$ cat config.mk
export PLATFORM = sky130hd
export DESIGN_NAME = noc_axi_txn_sequencer
export DESIGN_NICKNAME = d
export VERILOG_FILES = /design/src/rtl/noc_axi_pkg.sv /design/src/rtl/noc_axi_rr_arb2.sv /design/src/rtl/noc_axi_txn_sequencer.sv
export SDC_FILE = /design/constraint.sdc
export NUM_CORES = 1
export LEC_CHECK = 0
export ABC_CLOCK_PERIOD_IN_PS = 3700
export CAP_MARGIN = 5
export CORE_UTILIZATION = 35
export DETAILED_ROUTE_END_ITERATION = 8
export PLACE_DENSITY_LB_ADDON = 0.25
export SLEW_MARGIN = 20
export SYNTH_ARGS = -nofsm -noshare
export SYNTH_HDL_FRONTEND = slang
export SYNTH_HIERARCHICAL = 1
export SYNTH_SLANG_ARGS = --single-unit
$ cat constraint.sdc
create_clock -name clk -period 3.7 [get_ports clk]
set_clock_uncertainty 0.15 [all_clocks]
set_input_delay 1.11 -clock clk [delete_from_list [all_inputs] [get_ports clk]]
set_output_delay 1.11 -clock clk [all_outputs]
set_load 0.01 [all_outputs]
$ cat src/rtl/noc_axi_pkg.sv
// Shared types and constants for the NoC-to-AXI request sequencer.
package noc_axi_pkg;

    localparam logic [1:0] MSG_TYPE_INVAL = 2'd0;
    localparam logic [1:0] MSG_TYPE_LOAD  = 2'd1;
    localparam logic [1:0] MSG_TYPE_STORE = 2'd2;

    // Bit positions inside the 6-bit flit-info word pushed to the type FIFO
    localparam int TW_FLIT_TYPE_LSB = 0;
    localparam int TW_FLIT_TYPE_MSB = 1;
    localparam int TW_WORD_SEL      = 2;
    localparam int TW_READ_SIZE     = 3;
    localparam int TW_LAST_READ     = 4;
    localparam int TW_LAST_WRITE    = 5;
    localparam int TW_WIDTH         = 6;

    typedef enum logic [1:0] {
        SEQ_IDLE     = 2'd0,
        SEQ_RD_BURST = 2'd1,
        SEQ_WR_BURST = 2'd2
    } seq_state_t;

    typedef struct packed {
        logic       last_write_flit;
        logic       last_read_transfer;
        logic       read_size;
        logic       read_word_select;
        logic [1:0] flit_type;
    } flit_info_t;

    // Builds the type-FIFO word for the beat currently on the request bus.
    // Reads are always 8B (read_size=0); the word select is address bit 3.
    function automatic flit_info_t make_flit_info(input logic issuing,
                                                  input logic store,
                                                  input logic word_sel,
                                                  input logic last);
        logic [TW_WIDTH-1:0] w;
        w = '0;
        w[TW_FLIT_TYPE_MSB:TW_FLIT_TYPE_LSB] = !issuing ? MSG_TYPE_INVAL :
                                               (store ? MSG_TYPE_STORE : MSG_TYPE_LOAD);
        w[TW_WORD_SEL]   = word_sel;
        w[TW_READ_SIZE]  = 1'b0;
        w[TW_LAST_READ]  = !store && last;
        w[TW_LAST_WRITE] = store && last;
        return flit_info_t'(w);
    endfunction

endpackage

$ cat src/rtl/noc_axi_rr_arb2.sv
// Two-way round-robin arbiter between read and write burst commands.
// Grants are combinational; since a grant requires the request, a grant
// is also the acceptance, so rr_last updates on every grant.
module noc_axi_rr_arb2 (
    input  logic clk,
    input  logic rst_n,
    input  logic en,
    input  logic req_rd,
    input  logic req_wr,
    output logic gnt_rd,
    output logic gnt_wr
);

    logic last_wr_q;

    // Grant the sole requester, or the one not served last when both request
    always_comb begin
        gnt_rd = en && req_rd && (!req_wr || last_wr_q);
        gnt_wr = en && req_wr && (!req_rd || !last_wr_q);
    end

    // Remember the last granted side; reset favours read first
    always_ff @(posedge clk) begin
        if (!rst_n) begin
            last_wr_q <= 1'b1;
        end else if (gnt_rd) begin
            last_wr_q <= 1'b0;
        end else if (gnt_wr) begin
            last_wr_q <= 1'b1;
        end
    end

endmodule

$ cat src/rtl/noc_axi_txn_sequencer.sv
// Splits AXI read/write bursts into 8-byte NoC requests, pushes one
// flit-info word per issued beat and throttles on outstanding requests.
//
// state        | meaning
// SEQ_IDLE     | waiting for a command; arbiter grants are live
// SEQ_RD_BURST | issuing load beats for the accepted read burst
// SEQ_WR_BURST | issuing store beats, each gated on buffered write data
module noc_axi_txn_sequencer
    import noc_axi_pkg::*;
#(
    parameter int ADDR_WIDTH      = 40,
    parameter int MAX_OUTSTANDING = 16,
    parameter int CNT_WIDTH       = 5
) (
    input  logic                  clk,
    input  logic                  rst_n,
    input  logic                  rd_cmd_valid,
    output logic                  rd_cmd_ready,
    input  logic [ADDR_WIDTH-1:0] rd_cmd_addr,
    input  logic [7:0]            rd_cmd_len,
    input  logic                  wr_cmd_valid,
    output logic                  wr_cmd_ready,
    input  logic [ADDR_WIDTH-1:0] wr_cmd_addr,
    input  logic [7:0]            wr_cmd_len,
    input  logic                  wr_data_avail,
    output logic                  noc_req_valid,
    input  logic                  noc_req_ready,
    output logic [ADDR_WIDTH-1:0] noc_req_addr,
    output logic                  noc_req_store,
    output logic [5:0]            transaction_type_wr_data,
    output logic                  transaction_type_wr,
    input  logic                  L2_request_ack,
    output logic [CNT_WIDTH-1:0]  outstanding,
    output logic                  ack_underflow
);

    localparam logic [ADDR_WIDTH-1:0] ALIGN_MASK = {{(ADDR_WIDTH-3){1'b1}}, 3'b000};
    localparam logic [ADDR_WIDTH-1:0] BEAT_BYTES = ADDR_WIDTH'(8);
    localparam logic [CNT_WIDTH-1:0]  CNT_LIMIT  = CNT_WIDTH'(MAX_OUTSTANDING);

    seq_state_t            state_q, state_d;
    logic [ADDR_WIDTH-1:0] addr_q;
    logic [7:0]            beats_left_q;
    logic [CNT_WIDTH-1:0]  cnt_q;
    logic                  underflow_q;
    logic                  arb_en, gnt_rd, gnt_wr;
    logic                  below_limit, last_beat, beat_fire;

    // Nothing handshakes while reset is asserted, so no command or beat is lost
    assign arb_en      = rst_n && (state_q == SEQ_IDLE);
    assign below_limit = cnt_q < CNT_LIMIT;
    assign last_beat   = (beats_left_q == 8'd0);

    noc_axi_rr_arb2 u_arb (
        .clk    (clk),
        .rst_n  (rst_n),
        .en     (arb_en),
        .req_rd (rd_cmd_valid),
        .req_wr (wr_cmd_valid),
        .gnt_rd (gnt_rd),
        .gnt_wr (gnt_wr)
    );

    assign rd_cmd_ready = gnt_rd;
    assign wr_cmd_ready = gnt_wr;

    // State register
    always_ff @(posedge clk) begin
        if (!rst_n) begin
            state_q <= SEQ_IDLE;
        end else begin
            state_q <= state_d;
        end
    end

    // Next-state, beat issue gating and handshake detection
    always_comb begin
        state_d       = state_q;
        noc_req_valid = 1'b0;
        beat_fire     = 1'b0;
        case (state_q)
            SEQ_IDLE: begin
                if (gnt_rd) begin
                    state_d = SEQ_RD_BURST;
                end else if (gnt_wr) begin
                    state_d = SEQ_WR_BURST;
                end
            end
            SEQ_RD_BURST: noc_req_valid = rst_n && below_limit;
            SEQ_WR_BURST: noc_req_valid = rst_n && below_limit && wr_data_avail;
            default:      state_d = SEQ_IDLE;
        endcase
        beat_fire = noc_req_valid && noc_req_ready;
        if (beat_fire && last_beat) begin
            state_d = SEQ_IDLE;
        end
    end

    assign noc_req_addr             = addr_q;
    assign noc_req_store            = (state_q == SEQ_WR_BURST);
    assign transaction_type_wr      = beat_fire;
    assign transaction_type_wr_data = make_flit_info(noc_req_valid, noc_req_store,
                                                     addr_q[3], last_beat);
    assign outstanding              = cnt_q;
    assign ack_underflow            = underflow_q;

    // Burst address/beat tracking and the outstanding-request counter
    always_ff @(posedge clk) begin
        if (!rst_n) begin
            addr_q       <= '0;
            beats_left_q <= '0;
            cnt_q        <= '0;
            underflow_q  <= 1'b0;
        end else begin
            if (gnt_rd) begin
                addr_q       <= rd_cmd_addr & ALIGN_MASK;
                beats_left_q <= rd_cmd_len;
            end else if (gnt_wr) begin
                addr_q       <= wr_cmd_addr & ALIGN_MASK;
                beats_left_q <= wr_cmd_len;
            end else if (beat_fire) begin
                addr_q       <= addr_q + BEAT_BYTES;
                beats_left_q <= beats_left_q - 8'd1;
            end

            case ({beat_fire, L2_request_ack})
                2'b10: cnt_q <= cnt_q + CNT_WIDTH'(1);
                2'b01: begin
                    if (cnt_q == '0) begin
                        underflow_q <= 1'b1;
                    end else begin
                        cnt_q <= cnt_q - CNT_WIDTH'(1);
                    end
                end
                default: cnt_q <= cnt_q;
            endcase
        end
    end

endmodule
==> run metrics <==
Die Y-Extent=between 100 and 150 um; GPL Wtd Cong=approximately 0.90; IO Pins=160; post-synthesis mux area share=3.75%; register area share after synthesis=between 20 and 30%; final instance area=between 5000 and 6000 um2; critical-path maximum fanout=4; Gate Count Post-Synth=508; GR Util met2=approximately two fifths; 1st-iter DRT viols=roughly 200; CTS max path bufs=2; Worst Path Required=between 2000 and 2500 ps; row count=37; crit end category=output pin; Synth warnings=6; largest net degree at the start of global routing=51; drt wl/cell=17.3 um; final worst setup slack=between 150 and 200 ps; Worst path max stage delay=480 ps; remaining routing DRC violations=0; clock-pin slew on the worst setup and hold paths=roughly 90 ps; # diodes=0; placed standard-cell area=around 5500 um2; hold path start=ack_underflow; post-CTS resize count=7; part of the cycle the worst path needs=about 95%; synth-to-layout area growth=50.2%; Post-CTS Setup Bufs=0; GRT busiest layer=met2; outcome=finished, final reports clean; largest area contributor in the netlist=dfxtp_1; Final Max Slew Viols=0; dpl hpwl=around 10 mm; asr flop ratio synth=0%; Total GRT Usage=about 25%; CTS H-tree depth=2; layout net count=just under 800; total CTS buffers=5; Setup Crit Path Kind=in -> out; global-route wire length before repair=22.1 mm; Mapped Area=between 3000 and 4000 um2; Worst Hold Path EP=ack_underflow; root buffer cell=clkbuf_8; worst skew pair latency=~320 ps; Leakage=2.05 nW; Tightest Hold Check Type=reg -> reg; synthesized-area fraction occupied by adder cells=between 2 and 2.5%; Max-Cap Viols=0; grt ovf=0; layout cell share with drive strength beyond 1=8.12%; Worst Max-Slew Pin Slew=761 ps; register bit total from synthesis=54; WP depth=4; CP arrival=between 2000 and 2500 ps; Clock Sinks=54; top cells by area, synth=dfxtp_1 29%, a21oi_1 7.0%, o21ai_0 6.8%; Chip Width=105 um; Avg Cell Area, Syn=roughly 7.4 um2; WHS Path Cells=2; Compound-Gate Fraction of Synth Area=29.1%; core region area=a little over 10,000 um2; CP Launch Type=primary input; Max Fclk=0.283 GHz; hold slack=333 ps; vias per cell=~5.6; first-pass iteration count of the detailed router=5; IO buf count=roughly 150; Reg-to-Reg Start=state_q[0]; largest family of logic cells by synthesized area=compound AO/OA/AOI/OAI gates; ANT nets after route=0; Post-Synth XOR/XNOR Area=~6.6%; simple-gate share of the synthesized area=a little under a quarter; final wirelength=13.9 mm; via count=around 4,500; met1 usage=31.6%; antenna violations before repair=0; FF-to-FF path depth=12; CTS tree=built; flop2flop setup slack=770 ps; Final setup viols=0; Worst VDD drop=approximately 0.00017 V; Post-synth EDFFs=0; final hold vios=0; # hold bufs at CTS=0; cell family with most CP delay=buffers and inverters; PD cells=~450 nW/um2; DIE AREA=between 10,000 and 15,000 um2; RSZ-0062 raised after global routing=no; vias in the first global route=roughly 4,400; post-synth top area share=between 20% and 30%; Synth cell types=60; met3 Use GR=between 4 and 5%; worst-path cell with the longest stage delay=clkdlybuf4s50_1; fin crit period=roughly 3500 ps; WP buf/inv=2; reg2reg end=noc_req_addr[37]; ys flop type=dfxtp_1; Initial Util=a little over a third; worst slack, placed=-251 ps; cells along the critical path=clkdlybuf4s50_1 -> a21oi_1 -> nor4_1 -> dlygate4sd2_1; Slew Limit Headroom=approximately 49%
## worst min-delay path: stages, from the launching register on
cell and delay, ps:
dfxtp_1 340, a21oi_1 40, nor2_1 70
## flip-flops by register name, summed over array words and instances (netlist names)
| name | cells |
|---|---|
| noc_req_addr | 37 |
| beats_left_q | 8 |
| outstanding | 5 |
| state_q | 2 |
| ack_underflow | 1 |
| u_arb/last_wr_q | 1 |
## final cells by class
class	count	area, um2
fill	992	4710
clock buffer	7	86.3
tap	136	170
multi-input combinational	404	2470
timing repair buffer	183	1740
clock inverter	1	5.00
inverter	16	60.1
sequential	54	1080
## placed cells by master (no fill, tap or decap), drive strengths merged, types with 13 or more instances in the layout
cell type      Yosys  layout
inv               15      15
buf                7      34
nand3             25      25
mux2i             14      14
nor2              44      44
dfxtp             54      54
a21oi             52      52
nand2             43      43
xnor2             23      23
o21ai             52      52
clkdlybuf4s50      0     142
nor3              13      13
## Yosys cell counts, drive strengths merged (2+ instances only)
| master | count |
|---|---|
| or4 | 3 |
| nor3 | 13 |
| o21bai | 2 |
| nand2 | 43 |
| or2 | 5 |
| or3 | 7 |
| and2 | 4 |
| dfxtp | 54 |
| o211ai | 8 |
| and4 | 3 |
| nor3b | 4 |
| ha | 7 |
| o31ai | 7 |
| buf | 7 |
| and3 | 3 |
| nand3 | 25 |
| a21oi | 52 |
| nand4 | 10 |
| xnor2 | 23 |
| clkbuf | 30 |
| a211oi | 10 |
| o21ai | 52 |
| xor2 | 5 |
| inv | 15 |
| a222oi | 2 |
| a22oi | 9 |
| o221ai | 4 |
| a221oi | 3 |
| mux2i | 14 |
| nand2b | 2 |
| nor2 | 44 |
| a31oi | 6 |
| a41oi | 2 |
| o21a | 5 |
| nor4 | 6 |
## power by group
group          total (mW)  internal [mW]  switching [mW]  leakage (nW)
Combinational        1.28          0.667           0.614          1.56
Sequential          0.864          0.704           0.160         0.444
Clock               0.360          0.152           0.208        0.0482
## routing by layer
metal / share of wire [%] / wire length, um / up-vias
met3: 7.2 / 996 / 24
met2: 47 / 6570 / 181
met1: 43 / 5990 / 2117
met5: 0 / 0 / -
li1: - / - / 2172
met4: 2.5 / 341 / 0
## logic make-up (layout without fill, tap and decap cells)
family	Yosys count	after routing
other	1	4
buffers and inverters	53	207
multiplexers	14	14
AND/OR/NAND/NOR	175	175
XOR/XNOR	28	28
AO/OA/AOI/OAI	176	176
flip-flops	54	54
adder cells (fa/ha/maj)	7	7
## per-stage QoR
step / power (mW) / cells / utilization, % / TNS (ps)
after floorplan: 1.58 / 511 / - / 0
after global placement: 2.12 / 793 / 53.6 / -4030
after detailed placement: 2.15 / 793 / 53.6 / -5560
after CTS: 2.51 / 801 / 54.4 / 0
after global routing: 2.69 / 801 / 54.4 / 0
final: 2.51 / 801 / 54.4 / 0
## worst max path at each step
| stage | from | to | slack, ps |
|---|---|---|---|
| 6_report | wr_data_avail | transaction_type_wr_data[1] | 170 |
| 5_1_grt | wr_data_avail | outstanding[4] | 60 |
| 4_1_cts | wr_data_avail | transaction_type_wr_data[1] | 170 |
| 3_5_place_dp | rst_n | noc_req_addr[37] | -250 |
| 3_3_place_gp | rst_n | transaction_type_wr_data[1] | -210 |
| 2_1_floorplan | rst_n | noc_req_addr[30] | 260 |
Note: power is estimated with default switching activity, not from simulation.
